===== src/rtl/prbs_symbol_packer_pkg.sv =====
// prbs_symbol_packer_pkg
// Shared definitions for the PRBS symbol path. The packer and the
// constellation mapper both use these.
//   mod_mode_t  : modulation selector (BPSK/QPSK/8PSK/16QAM)
//   mode_to_k() : bits per symbol for each modulation
//   sym_mask()  : keeps only the low K bits of a packed word
//   MAX_SYM_W   : widest symbol (16QAM); K_W : width of a K value
//   ENTRY_W     : width of one buffered entry, {k, data}
package prbs_symbol_packer_pkg;

    localparam int MAX_SYM_W = 4;
    localparam int K_W       = 3;
    localparam int ENTRY_W   = MAX_SYM_W + K_W;

    typedef enum logic [1:0] {
        MODE_BPSK  = 2'd0,
        MODE_QPSK  = 2'd1,
        MODE_8PSK  = 2'd2,
        MODE_16QAM = 2'd3
    } mod_mode_t;

    function automatic logic [K_W-1:0] mode_to_k(input mod_mode_t m);
        case (m)
            MODE_BPSK:  return 3'd1;
            MODE_QPSK:  return 3'd2;
            MODE_8PSK:  return 3'd3;
            MODE_16QAM: return 3'd4;
            default:    return 3'd1;
        endcase
    endfunction

    function automatic logic [MAX_SYM_W-1:0] sym_mask(input logic [K_W-1:0] k);
        case (k)
            3'd1:    return 4'b0001;
            3'd2:    return 4'b0011;
            3'd3:    return 4'b0111;
            default: return 4'b1111;
        endcase
    endfunction

endpackage


===== src/rtl/prbs_symbol_packer_fifo.sv =====
// sym_fifo
// DEPTH x WIDTH synchronous FIFO that holds completed symbols ({k, data}).
// The head is read combinationally; nothing bypasses the storage, so a word
// written into an empty FIFO shows up one clock later.
//   clk, rst     : clock, asynchronous active-high reset
//   push, i_data : write request and the word to write
//   pop          : read request (ignored while empty)
//   o_data       : current head word
//   full, empty  : occupancy flags
//   push_ok      : push is accepted this cycle (a pop on a full FIFO frees a slot)
module sym_fifo
    import prbs_symbol_packer_pkg::*;
#(
    parameter int DEPTH = 2,
    parameter int WIDTH = ENTRY_W
) (
    input  logic             clk,
    input  logic             rst,
    input  logic             push,
    input  logic [WIDTH-1:0] i_data,
    input  logic             pop,
    output logic [WIDTH-1:0] o_data,
    output logic             full,
    output logic             empty,
    output logic             push_ok
);
    localparam int AW = $clog2(DEPTH);

    logic [AW:0]      r_wr_ptr;
    logic [AW:0]      r_rd_ptr;
    logic [WIDTH-1:0] r_mem [DEPTH];
    logic             w_do_pop;

    // The pointers carry one extra wrap bit so that full and empty can be told apart.
    assign empty    = (r_wr_ptr == r_rd_ptr);
    assign full     = (r_wr_ptr[AW] != r_rd_ptr[AW]) &&
                      (r_wr_ptr[AW-1:0] == r_rd_ptr[AW-1:0]);
    assign w_do_pop = pop && !empty;
    assign push_ok  = push && (!full || w_do_pop);
    assign o_data   = r_mem[r_rd_ptr[AW-1:0]];

    always_ff @(posedge clk or posedge rst) begin
        if (rst) begin
            r_wr_ptr <= '0;
            r_rd_ptr <= '0;
        end else begin
            if (push_ok)  r_wr_ptr <= r_wr_ptr + (AW+1)'(1);
            if (w_do_pop) r_rd_ptr <= r_rd_ptr + (AW+1)'(1);
        end
    end

    // The storage needs no reset: an entry is only read after it has been written.
    always_ff @(posedge clk) begin
        if (push_ok) r_mem[r_wr_ptr[AW-1:0]] <= i_data;
    end

endmodule


===== src/rtl/prbs_symbol_packer.sv =====
// prbs_symbol_packer
// Packs the serial PRBS bit into 1..4-bit modulation symbols, MSB first.
// Each symbol can be Gray-coded. Symbols go out through a small valid/ready
// buffer. The PRBS source cannot stall, so if a symbol completes while the
// buffer is full, that symbol is dropped and a sticky overrun flag is set.
//   clk, rst              : clock, asynchronous active-high reset
//   bit_in, bit_valid     : serial PRBS bit and its one-cycle qualifier
//   mode, gray_en         : modulation and Gray select, latched at each symbol start
//   sym_data, sym_k       : buffer head, right-justified, and its bits-per-symbol
//   sym_valid, sym_ready  : output handshake
//   overrun, clr_ovf      : sticky drop flag and its synchronous clear
//   sym_count             : count of symbols accepted into the buffer (wraps)
module prbs_symbol_packer
    import prbs_symbol_packer_pkg::*;
#(
    parameter int FIFO_DEPTH = 2,
    parameter int CNT_W      = 16
) (
    input  logic                 clk,
    input  logic                 rst,
    input  logic                 bit_in,
    input  logic                 bit_valid,
    input  logic [1:0]           mode,
    input  logic                 gray_en,
    output logic [MAX_SYM_W-1:0] sym_data,
    output logic [K_W-1:0]       sym_k,
    output logic                 sym_valid,
    input  logic                 sym_ready,
    output logic                 overrun,
    input  logic                 clr_ovf,
    output logic [CNT_W-1:0]     sym_count
);
    logic [1:0]           r_cnt;
    logic [2:0]           r_shift;
    mod_mode_t            r_mode;
    logic                 r_gray;
    logic                 r_overrun;
    logic [CNT_W-1:0]     r_sym_count;

    logic                 w_first;
    mod_mode_t            w_mode;
    logic                 w_gray;
    logic [K_W-1:0]       w_k;
    logic                 w_done;
    logic [MAX_SYM_W-1:0] w_raw;
    logic [MAX_SYM_W-1:0] w_word;
    logic [MAX_SYM_W-1:0] w_sym;
    logic [ENTRY_W-1:0]   w_head;
    logic                 w_full;
    logic                 w_empty;
    logic                 w_push_ok;

    // On the first bit of a symbol, the incoming mode and gray_en take effect
    // in that same cycle. Later bits use the values latched at that first bit.
    assign w_first = bit_valid && (r_cnt == 2'd0);
    assign w_mode  = w_first ? mod_mode_t'(mode) : r_mode;
    assign w_gray  = w_first ? gray_en : r_gray;
    assign w_k     = mode_to_k(w_mode);
    assign w_done  = bit_valid && ({1'b0, r_cnt} == (w_k - 3'd1));

    // Bits left over from earlier symbols sit above bit K-1, so masking
    // removes them. The Gray shift then brings in only zeros.
    assign w_raw   = {r_shift, bit_in};
    assign w_word  = w_raw & sym_mask(w_k);
    assign w_sym   = w_gray ? (w_word ^ (w_word >> 1)) : w_word;

    sym_fifo #(
        .DEPTH (FIFO_DEPTH),
        .WIDTH (ENTRY_W)
    ) u_fifo (
        .clk     (clk),
        .rst     (rst),
        .push    (w_done),
        .i_data  ({w_k, w_sym}),
        .pop     (sym_ready),
        .o_data  (w_head),
        .full    (w_full),
        .empty   (w_empty),
        .push_ok (w_push_ok)
    );

    // Bit counter, shift register and latched mode. After a completion the
    // counter goes back to 0, whether or not the buffer took the symbol.
    always_ff @(posedge clk or posedge rst) begin
        if (rst) begin
            r_cnt   <= 2'd0;
            r_shift <= 3'd0;
            r_mode  <= MODE_BPSK;
            r_gray  <= 1'b0;
        end else begin
            if (bit_valid) begin
                r_shift <= w_raw[2:0];
                r_cnt   <= w_done ? 2'd0 : r_cnt + 2'd1;
            end
            if (w_first) begin
                r_mode <= mod_mode_t'(mode);
                r_gray <= gray_en;
            end
        end
    end

    // Status: counts accepted symbols and keeps the drop flag. If a drop and
    // clr_ovf happen in the same cycle, the flag stays set.
    always_ff @(posedge clk or posedge rst) begin
        if (rst) begin
            r_overrun   <= 1'b0;
            r_sym_count <= '0;
        end else begin
            if (w_push_ok)
                r_sym_count <= r_sym_count + CNT_W'(1);
            if (w_done && !w_push_ok)
                r_overrun <= 1'b1;
            else if (clr_ovf)
                r_overrun <= 1'b0;
        end
    end

    // An empty buffer shows the reset values rather than stale storage.
    assign sym_valid = !w_empty;
    assign sym_data  = w_empty ? '0 : w_head[MAX_SYM_W-1:0];
    assign sym_k     = w_empty ? 3'd1 : w_head[ENTRY_W-1:MAX_SYM_W];
    assign overrun   = r_overrun;
    assign sym_count = r_sym_count;

endmodule


===== config.mk =====
export PLATFORM = sky130hd
export DESIGN_NAME = prbs_symbol_packer
export DESIGN_NICKNAME = d
export VERILOG_FILES = /design/src/rtl/prbs_symbol_packer_pkg.sv /design/src/rtl/prbs_symbol_packer_fifo.sv /design/src/rtl/prbs_symbol_packer.sv
export SDC_FILE = /design/constraint.sdc
export NUM_CORES = 1
export LEC_CHECK = 0
export BUFFER_PORTS_ARGS = -buffer_cell sky130_fd_sc_hd__buf_4
export CAP_MARGIN = 15
export CORE_UTILIZATION = 55
export CTS_BUF_LIST = sky130_fd_sc_hd__clkbuf_4 sky130_fd_sc_hd__clkbuf_8 sky130_fd_sc_hd__clkbuf_16
export CTS_CLUSTER_DIAMETER = 80
export DETAILED_ROUTE_END_ITERATION = 10
export GPL_TIMING_DRIVEN = 1
export PLACE_DENSITY = 0.82
export SYNTH_ARGS = -nofsm -noshare
export SYNTH_HDL_FRONTEND = slang
export SYNTH_SLANG_ARGS = --single-unit

===== constraint.sdc =====
create_clock -name clk -period 3.3 [get_ports clk]
set_clock_uncertainty 0.05 [all_clocks]
set_input_delay 0.66 -clock clk [delete_from_list [all_inputs] [get_ports clk]]
set_output_delay 0.66 -clock clk [all_outputs]
set_load 0.05 [all_outputs]

# == Yosys cells after proc, flatten, opt, wreduce, memory -nomap -nowiden ==
# Memory sizes are Yosys's and may differ from the RTL's.
# Cells that the tools add are included.
# totals
out_inout_bits,25
reg_bits,29
n_memories,1
ram_bits,14
inputBits,9
# classes
n_reduce_logical,13
addsub,5
muxes,12
eq_ne,10
bitwise,2
# memory_table
name,words,word_bits,read_ports,rd_ports_with_merged_regs,write_ports,line_no,rtl
u_fifo.r_mem,2,7,1,0,1,prbs_symbol_packer_fifo.sv:31,logic [WIDTH-1:0] r_mem [DEPTH];
# op_table
operator,n
"16-bit by 1-bit adder with 16-bit output, second input constant",1
3-bit one-hot mux with 4 select lines,1
4-bit one-hot mux with 3 select lines,1
4-bit two-way mux,2
"2-bit by 1-bit adder with 2-bit output, second input constant",3
"3-bit by 2-bit equality test with 1-bit output, second input constant",2
1-bit logical AND,6
1-bit two-way mux,5
4-bit bitwise AND,1
"2-bit equality test, second input constant",2
2-bit logical NOT,2
2-bit two-way mux,2
4-bit by 3-bit bitwise XOR with 4-bit output,1
2-bit by 3-bit equality test with 1-bit output,1
"3-bit by 1-bit equality test with 1-bit output, second input constant",1
1-bit logical NOT,3
3-bit two-way mux,1
"3-bit by 1-bit subtractor with 3-bit output, second input constant",1
"2-bit by 1-bit equality test with 1-bit output, second input constant",1
2-bit equality test,1
2-bit nonzero test,1
1-bit equality test,1
1-bit logical OR,1
1-bit inequality test,1

# == Logic depth before layout (Yosys ltp) ==
# logic_depth
ltp_word,12
ltp_mapped,9
depth_no_buf,9

# == Modules after synthesis ==
# A second synthesis with hierarchy kept.
# unflattened
cells_unflattened,172
area_unflattened_um2,2058.2
# by_module_without_submodules
module,n_inst,area_each_um2,cells_per_inst
prbs_symbol_packer,1,1275.0,118
sym_fifo,1,783.3,54

# == Worst setup path after synthesis ==
# No wires, ideal clock.
# synth_timing
path_type,register -> output
startpoint,reg u_fifo.r_rd_ptr[0]
endpoint,out sym_data[0]
path_slack_ns,0.921
arrival_ns,1.669
n_path_buf,2
stages_incl_launch_ff,7
cell_sequence,dfrtp_1 buf_6 xor2_2 inv_1 and2_1 clkbuf_1 nor2_1
# synth_between
elab_chain_len,2
word_cells_on_any_way,3
# synth_rtl
element,line_no,rtl
start: declaration,prbs_symbol_packer_fifo.sv:30,logic [AW:0] r_rd_ptr;
start signal: assignment,prbs_symbol_packer_fifo.sv:48,if (w_do_pop) r_rd_ptr <= r_rd_ptr + (AW+1)'(1);
memory read 2 x 7 bit / 2-bit equality test (equally long branches),-,
4-bit two-way mux *,prbs_symbol_packer.sv:120,assign sym_data = w_empty ? '0 : w_head[MAX_SYM_W-1:0];
end: declaration,prbs_symbol_packer.sv:25,"output logic [MAX_SYM_W-1:0] sym_data,"
# Every way passes the cells marked *; elsewhere a longest branch is shown, timed or not.

# == Final worst setup path ==
# layout_timing
startpoint,reg u_fifo.r_rd_ptr[0]
endpoint,out sym_data[3]
# The elaborated chain is that of the path after synthesis.

==> results.cfg <==
[worst_setup_path]
startpoint_type = register
crit_arrival_ns = 1.79
path_class = register to output pin
worst-r2r-setup-slack_ns = 0.90
crit_path_end_kind = output pin
critPathRequiredTime_ns = 2.59
path_max_fanout = 10
r2r_cells = 7

[grt]
met2_usage_pct = 32.93
grt_pass1_vias = 1326
grt-busiest-layer = met2
grt_use_total_pct = 20.98
grtUsageMet1_pct = 27.46
overflow = 0
grt_max_degree = 30
grt_pass1_wl_um = 6292
antenna_found_initial = 0
grtUsageMet3_pct = 6.387

[yosys]
ys_warn_count = 0
synthAdderAreaFrac_pct = 3.064
syn_nets = 180
synthTopCellsByArea = dfrtp_1 (36%), edfxtp_1 (21%), xnor2_1 (6.4%), mux2i_1 (4.9%), xor2_1 (3.4%)
synth_area_leader_cell = dfrtp_1
synth-seq-cells = 43
yosys.area_share.xor_xnor_pct = 11.46
synth_cells = 166
muxShareOfSynthArea_pct = 7.108
synth_edf_count = 14
synth_top_area_share_pct = 35.54
synth_top_family_by_area = simple AND/OR/NAND/NOR gates
synth-compound-area-share_pct = 3.676
synthFlopType = dfrtp_1
syn_area_um2 = 2042
seq_area_frac_synth_pct = 56.13
yosys.area_share.simple_pct = 14.64
synth.avg_cell_area_um2 = 12.30
ys_async_sr_fraction_pct = 67.44
ys_types = 36

[floorplan]
die_w_um = 62.93
core_area_um2 = 3442
ios = 34
die_height_um = 62.93
start_util_pct = 59.32
rows = 21
die-area_um2 = 3960

[clocking]
cts_resized = 0
root_buffer = clkbuf_8
clk_path_buf_depth = 2
clk_latency_ns = 0.29
cts_buffers = 5
hold_buffers = 0
cts_tree = done
post_cts_buffers = 0
htree_levels = 2
path_clk_slew_ns = 0.08
cts_num_sinks = 43

[power_and_ir_drop]
p_leak_nw = 1.137
power.density_nw_per_um2 = 998.5
peakVddDrop_mv = 0.5381

[detailed_routing]
first_pass_iters = 4
drt-wirelength-per-cell_um = 14.83
first_iter_violations = 51
avgViaCountPerCell = 5.276
drtAntennaViolNets = 0
dr_total_vias = 1319
drc = 0
drt-total-wl_um = 3708

[placement]
hpwl_um = 2729
post-place-cells = 241
place_congestion = 0.8104
port_buffers = 33

[sta]
setup_viol = 0
slew_headroom_pct = 64.09
max_freq_mhz = 400.8
hold_slack_ns = 0.2522
slew_violations = 0
tightestPinTransition_ns = 0.5367
fin_setup_tns_ns = 0
fin_crit_ns = 2.495
hold_viol = 0
rsz0062_at_grt = false
period_share_pct = 75.61

[flow_run]
drv_cap = 0

[finish]
drive_above_1_share_pct = 29.90
layout.cells.non_filler = 250
diodes = 0
nNetsFinal = 217
utilization_pct = 71.25
area_growth_pct = 20.10

[outcome]
status = finished clean

[hold_path]
min_path_type = input port to asynchronous set/reset pin
## layout by cell type (no fill, tap or decap), drive strengths merged
master,synthesis,routed
a21bo,1,1
a21oi,1,1
a22o,1,1
and2,3,3
and3,3,3
buf,4,35
clkbuf,1,7
clkinv,0,1
dfrtp,29,29
edfxtp,14,14
ha,5,5
inv,10,10
mux2,4,4
mux2i,10,10
nand2,18,18
nand2b,1,1
nand3,8,8
nand4,3,3
nor2,10,10
nor2b,1,1
nor3,7,7
o2111a,1,1
o2111ai,1,1
o211a,1,1
o21ai,1,1
o22ai,1,1
or3,1,1
or4,1,1
xnor2,16,16
xor2,9,9
## per-stage QoR
step           area, µm²  worst slack (ns)  total power, mW
3_5_place_dp        2312            0.8108            2.069
5_1_grt             2452            0.6332            2.590
4_1_cts             2425            0.7638            2.468
3_3_place_gp        2312            0.9245            2.027
6_report            2452            0.8049            2.449
2_1_floorplan       2042            0.9210            1.779
## worst paths after layout
check / start / endpoint
worst min register to register: sym_count[15]$_DFFE_PP0P_ / sym_count[15]$_DFFE_PP0P_
worst max-delay path: u_fifo.r_rd_ptr[0]$_DFFE_PP0P_ / sym_data[3]
min in group clk: sym_count[15]$_DFFE_PP0P_ / sym_count[15]$_DFFE_PP0P_
worst max register to register: r_cnt[1]$_DFFE_PP0P_ / u_fifo.r_mem[0][0]$_DFFE_PP_
max in group asynchronous: rst / r_shift[0]$_DFFE_PP0P_
worst min-delay path: rst / sym_count[15]$_DFFE_PP0P_
## layer usage
| metal | vias up | wire (µm) |
|---|---|---|
| li1 | 636 | - |
| met1 | 648 | 1653 |
| met2 | 29 | 1880 |
| met3 | 6 | 130 |
| met4 | 0 | 43 |
| met5 | - | 0 |
## flip-flops by register name (all words and copies together), names as in the netlist
name	cells
r_shift	3
u_fifo.r_mem	14
r_cnt	2
r_mode	2
u_fifo.r_rd_ptr	2
overrun	1
r_gray	1
u_fifo.r_wr_ptr	2
sym_count	16
## power by group
group | internal (mW) | switching, mW
Combinational | 0.420 | 0.812
Clock | 0.214 | 0.173
Sequential | 0.716 | 0.113
Total | 1.35 | 1.10
## synth_stat cells, types with 5 or more instances
| cell | instances |
|---|---|
| inv_1 | 8 |
| mux2i_1 | 10 |
| xor2_1 | 8 |
| xnor2_1 | 15 |
| ha_1 | 5 |
| nor3_2 | 5 |
| dfrtp_1 | 29 |
| nor2_1 | 10 |
| nand2_1 | 18 |
| nand3_1 | 8 |
| edfxtp_1 | 14 |
## cells by family after synthesis
| family | after synthesis |
|---|---|
| AO/OA/AOI/OAI | 8 |
| adder cells (fa/ha/maj) | 5 |
| flip-flops | 43 |
| XOR/XNOR | 25 |
| AND/OR/NAND/NOR | 56 |
| multiplexers | 14 |
| buffers and inverters | 15 |
## cell type report
cell class              count  area [µm²]
well taps                  46       57.56
clock inverters             1       5.005
fillers                   245       989.7
repair buffers             35       282.8
clock buffers               7       107.6
inverters                  10       37.54
flip-flops and latches     43        1146
multi-input cells         108       815.8
## worst max-delay path, stage by stage, from the launching register on
cell	delay, ns
dfrtp_1	0.67
xor2_2	0.20
inv_1	0.05
and2_1	0.23
nor2_1	0.14
buf_4	0.21
(Power assumes the default switching activity.)
